$ cat config.mk
export PLATFORM = sky130hd
export DESIGN_NAME = stopwatch_ctrl
export DESIGN_NICKNAME = d
export VERILOG_FILES = /design/src/rtl/stopwatch_pkg.sv /design/src/rtl/bcd_digit_cell.sv /design/src/rtl/stopwatch_ctrl.sv
export SDC_FILE = /design/constraint.sdc
export NUM_CORES = 1
export LEC_CHECK = 0
export CAP_MARGIN = 10
export CORE_ASPECT_RATIO = 0.8
export CORE_MARGIN = 2
export CORE_UTILIZATION = 45
export DETAILED_ROUTE_END_ITERATION = 7
export GPL_TIMING_DRIVEN = 1
export HOLD_SLACK_MARGIN = 0.1
export PLACE_DENSITY = 0.65
export SETUP_SLACK_MARGIN = 0.02
export SYNTH_ARGS = -nofsm -noshare
export SYNTH_HDL_FRONTEND = slang
export SYNTH_HIERARCHICAL = 1
export SYNTH_SLANG_ARGS = --single-unit
$ cat constraint.sdc
create_clock -name clk -period 3.4 [get_ports clk]
set_input_delay 0.51 -clock clk [delete_from_list [all_inputs] [get_ports clk]]
set_output_delay 0.51 -clock clk [all_outputs]
set_load 0.01 [all_outputs]
$ cat src/rtl/stopwatch_pkg.sv
// Shared types and constants for the stopwatch controller and its digit cells.
package stopwatch_pkg;

  typedef enum logic [1:0] {
    IDLE  = 2'd0,
    RUN   = 2'd1,
    PAUSE = 2'd2,
    LAP   = 2'd3
  } sw_state_e;

  localparam logic [3:0] BCD_MAX = 4'd9;

endpackage

$ cat src/rtl/bcd_digit_cell.sv
// One BCD digit of the count chain: increments on inc, wraps 9 -> 0,
// carry flags the digit sitting at 9 so the next digit can be enabled.
module bcd_digit_cell
  import stopwatch_pkg::*;
(
  input  logic       clk,
  input  logic       reset_n,
  input  logic       clr,
  input  logic       inc,
  output logic [3:0] digit,
  output logic       carry
);

  logic [3:0] digit_q, digit_d;

  // clear beats increment; any value at or above 9 wraps so 10..15 never appear
  always_comb begin
    digit_d = digit_q;
    if (clr)      digit_d = 4'd0;
    else if (inc) digit_d = (digit_q >= BCD_MAX) ? 4'd0 : digit_q + 4'd1;
  end

  // digit register
  always_ff @(posedge clk or negedge reset_n) begin
    if (!reset_n) digit_q <= 4'd0;
    else          digit_q <= digit_d;
  end

  assign digit = digit_q;
  assign carry = (digit_q == BCD_MAX);

endmodule

$ cat src/rtl/stopwatch_ctrl.sv
// Start/stop/lap stopwatch: command FSM, count prescaler, cascaded BCD digit
// chain, lap snapshot and sticky overflow. All outputs come from registers.
module stopwatch_ctrl
  import stopwatch_pkg::*;
#(
  parameter int TICK_DIV   = 1_000_000,
  parameter int NUM_DIGITS = 4
) (
  input  logic                    clk,
  input  logic                    reset_n,
  input  logic                    start_stop,
  input  logic                    lap,
  input  logic                    clear,
  output logic [4*NUM_DIGITS-1:0] count,
  output logic [4*NUM_DIGITS-1:0] display,
  output logic                    running,
  output logic                    overflow
);

  localparam int             PW       = $clog2(TICK_DIV);
  localparam logic [PW-1:0]  PRE_LAST = PW'(TICK_DIV - 1);

  sw_state_e               state_q, state_d;
  logic [PW-1:0]           pre_q, pre_d;
  logic [4*NUM_DIGITS-1:0] snap_q, snap_d;
  logic                    ovf_q, ovf_d;
  logic                    active, tick;
  logic [4*NUM_DIGITS-1:0] cnt;
  logic [NUM_DIGITS-1:0]   carry;
  logic [NUM_DIGITS:0]     en;

  assign active = (state_q == RUN) || (state_q == LAP);
  assign tick   = active && (pre_q == PRE_LAST);

  // Digit k is enabled by tick and the carries of every lower digit.
  assign en[0] = tick;
  for (genvar g = 0; g < NUM_DIGITS; g++) begin : g_digit
    bcd_digit_cell u_digit (
      .clk     (clk),
      .reset_n (reset_n),
      .clr     (clear),
      .inc     (en[g]),
      .digit   (cnt[4*g +: 4]),
      .carry   (carry[g])
    );
    assign en[g+1] = en[g] & carry[g];
  end

  // state register
  always_ff @(posedge clk or negedge reset_n) begin
    if (!reset_n) state_q <= IDLE;
    else          state_q <= state_d;
  end

  // next-state: clear over start_stop over lap; lap only matters in RUN/LAP
  always_comb begin
    state_d = state_q;
    if (clear) state_d = IDLE;
    else if (start_stop) begin
      case (state_q)
        IDLE:    state_d = RUN;
        RUN:     state_d = PAUSE;
        PAUSE:   state_d = RUN;
        LAP:     state_d = PAUSE;
        default: state_d = IDLE;
      endcase
    end else if (lap) begin
      if (state_q == RUN)      state_d = LAP;
      else if (state_q == LAP) state_d = RUN;
    end
  end

  // outputs decoded from registered state, snapshot and live count
  always_comb begin
    running = active;
    display = (state_q == LAP) ? snap_q : cnt;
  end

  // prescaler, lap snapshot and overflow next-state
  always_comb begin
    pre_d  = pre_q;
    snap_d = snap_q;
    ovf_d  = ovf_q | en[NUM_DIGITS];
    if (clear) begin
      pre_d  = '0;
      snap_d = '0;
      ovf_d  = 1'b0;
    end else begin
      if (state_q == IDLE) pre_d = '0;
      else if (active)     pre_d = tick ? '0 : pre_q + PW'(1);
      // freeze the count seen in the cycle the entering lap pulse is sampled
      if (state_q == RUN && state_d == LAP) snap_d = cnt;
    end
  end

  // datapath registers
  always_ff @(posedge clk or negedge reset_n) begin
    if (!reset_n) begin
      pre_q  <= '0;
      snap_q <= '0;
      ovf_q  <= 1'b0;
    end else begin
      pre_q  <= pre_d;
      snap_q <= snap_d;
      ovf_q  <= ovf_d;
    end
  end

  assign count    = cnt;
  assign overflow = ovf_q;

endmodule

==> flow_summary_export.csv <==
group,metric,value,unit
synthesis,synthDistinctLibCells,55,
cts,cts_hold_buf,0,
power,power_frac_seq,57.1,%
synthesis,post_synth.cell_area_avg,9.18,µm²
finish,diodes,0,
power,switching_share,26.8,%
cts,clkTransAtPathRegs,0.10,ns
worst_setup_path,critPathLaunch,"state_q[0]$_DFF_PN0_",
worst_setup_path,rr_endpoint,"g_digit[3].u_digit/digit[3]$_DFFE_PN0P_",
synthesis,ys_ff_latch,55,
sta,tightest_slew,0.867,ns
sta,rsz0062_at_grt,"no",
routing,dr.pass1.iters,4,
die,dieHeight,83.1,µm
routing,vias,2963,
synthesis,yosysMostFrequentCell,"dfrtp_1",
synthesis,synth_top_area_share,39.1,%
global_routing,grt_pass1_wl,14.4,mm
finish,drive_gt1_share,13.5,%
global_routing,grt_max_degree,50,
worst_setup_path,end_kind,"output pin",
worst_setup_path,crit_arrival,2.40,ns
die,io_pins,39,
synthesis,synth-warning-count,6,
synthesis,synth-edff-count,0,
job,drv_cap,0,
power,comb_power_share,13.2,%
worst_setup_path,critPathBufInv,2,
min_path,worstHoldPathType,"in2async",
synthesis,syn_area,0.00352,mm²
global_routing,gr-usage-met1,33.5,%
sta,whs,0.296,ns
sta,fin_crit_sh,85.5,%
placed_design,dpl.hpwl,5.82,mm
status,status,"finished clean",
cts,cts_tree,"yes",
global_routing,grt_util_met3,3.62,%
placed_design,io_buffers,38,
worst_setup_path,reg2reg_setup_slack,0.58,ns
worst_setup_path,worstPathMaxFanout,17,
die,start_util,47.0,%
routing,vias_per_cell,5.69,
sta,fmax,344,MHz
global_routing,use_met2,29.7,%
routing,postRouteAntennaNets,0,
power,clockPowerShare,29.7,%
die,fp.dieW,103,µm
die,core_area,0.00750,mm²
worst_setup_path,slowest_delay,0.68,ns
synthesis,yosys_most_used_dff,"dfrtp_1",
power,p_int,0.880,mW
cts,cts-root-buf,"clkbuf_8",
sta,hold_viol,0,
cts,cts_setup_buffers,0,
worst_setup_path,crit_type,"reg2out",
routing,drt_iter0_markers,157,
finish,syn_to_final_growth,14.9,%
worst_setup_path,worst_ep_required_time,2.89,ns
cts,clk_path_buf_depth,2,
placed_design,gp_congestion,0.867,
routing,drt_drc_violations_left,0,
synthesis,synthTopCellsByArea,"dfrtp_1 (39%), ha_1 (6.0%), nand2_1 (5.2%), mux2_2 (5.1%), nand2b_1 (4.3%)",
die,dieArea,0.00856,mm²
sta,fin_tns_setup,0,ns
power,vdd_drop_max,0.161,mV
worst_setup_path,crit_family,"buffers and inverters",
sta,maxSlewHeadroom,42.2,%
sta,finClkSkew,0.0108,ns
cts,cts_made_buffers,5,
synthesis,yosysSeqAreaShare,39.1,%
worst_setup_path,cp_cell_sequence,"ha_1 -> buf_4 -> mux2_2 -> clkdlybuf4s50_1",
worst_setup_path,r2r_start,"state_q[0]$_DFF_PN0_",
cts,numClockSinks,55,
cts,cts_resized,0,
synthesis,syn_nets,406,
sta,final_max_slew_viol_count,0,
routing,routedWlPerCell,16.1,µm
global_routing,overflow,0,
worst_setup_path,start_kind,"flop",
finish,final_nets,437,
worst_setup_path,slowest_stage,"dfrtp_1",
cts,htreeDepth,2,
power,power.switching,0.322,mW
global_routing,groute.usage.overall,20.9,%
synthesis,async_reset_ff_share,100,%
routing,wl,8.40,mm
global_routing,antenna_found_initial,0,
power,leakagePower,1.64,nW
global_routing,busiest_layer,"met1",
sta,fin_crit,2.91,ns
sta,setup_viol,0,
die,core.rowCount,28,
global_routing,grt_pass1_vias,2821,
finish,fin_util,54.0,%
cts,clk_latency,0.31,ns
worst_setup_path,reg2reg_depth,8,
synthesis,netlist_top_cells_count,"dfrtp_1 (55), nand2_1 (49), nor2_1 (27), nand2b_1 (24)",
power,powerDensity,297,mW/mm²
synthesis,yosysTopAreaCell,"dfrtp_1",
synthesis,netlist_instances,384,
==> state kept, by name, summed over array words and instances (netlist names) <==
register,flops
g_digit.u_digit/digit,16
overflow,1
pre_q,20
snap_q,16
state_q,2
==> metal layers <==
layer,vias up,share of wire [%]
met3,5,4.4
met5,-,0
met4,0,0.50
met2,69,46
met1,1437,50
li1,1452,-
==> layout by cell type, fill, tap and decap left out, types with 4 or more instances in the layout <==
cell and instances:
o41ai_2 4, a211oi_2 4, o32ai_1 4, and3_1 5, ha_1 17, and2b_1 4, o22ai_1 4, nor2_2 5
o21ai_0 17, and3_2 4, nor4_1 5, a41oi_1 5, a21boi_1 4, clkbuf_8 5, a21oi_1 8, nand3b_1 5
buf_4 6, nand4_1 11, nor3b_1 5, nand2b_1 24, nand2_1 49, or3_1 5, nor3_1 4, clkdlybuf4s50_1 36
mux2_2 16, nand3_1 13, inv_1 16, a31oi_1 5, dfrtp_1 55, a21oi_2 4, nor2_1 27
==> through the flow <==
stage	instance area [µm²]	power, mW	setup WS [ns]	cells
final	4050	1.20	0.493	521
after global routing	4050	1.27	0.378	521
after CTS	4050	1.22	0.488	521
after detailed placement	3970	0.858	0.625	513
after global placement	3970	0.855	0.743	513
after floorplan	3520	0.777	1.04	384
==> worst max path at each step <==
stage,endpoint,slack (ns),cells after the start
4_1_cts,display[14],0.49,4
3_5_place_dp,g_digit[3].u_digit/digit[3]$_DFFE_PN0P_,0.63,8
3_3_place_gp,g_digit[2].u_digit/digit[3]$_DFFE_PN0P_,0.74,8
5_1_grt,g_digit[2].u_digit/digit[3]$_DFFE_PN0P_,0.38,8
6_report,display[14],0.49,4
2_1_floorplan,g_digit[3].u_digit/digit[2]$_DFFE_PN0P_,1.04,10
==> logic make-up after synthesis <==
group	synth area share [%]
AO/OA/AOI/OAI	16.9
flip-flops	39.1
AND/OR/NAND/NOR	27.3
adder cells (fa/ha/maj)	6.04
multiplexers	5.11
XOR/XNOR	0.746
buffers and inverters	4.83
==> power by group through the flow <==
stage,registers [mW],clock network [mW],logic (mW)
6_report,0.687,0.356,0.159
3_5_place_dp,0.699,0,0.159
3_3_place_gp,0.698,0,0.157
5_1_grt,0.690,0.406,0.175
4_1_cts,0.686,0.377,0.161
2_1_floorplan,0.695,0,0.0817
==> final cells by class <==
class | instances | area [µm²]
Inverter | 16 | 60.1
Timing Repair Buffer | 44 | 415
Multi-Input combinational cell | 293 | 1980
Clock buffer | 7 | 76.3
Fill cell | 737 | 3450
Sequential cell | 55 | 1380
Clock inverter | 1 | 5.00
Tap cell | 105 | 131
(Power assumes the default switching activity.)
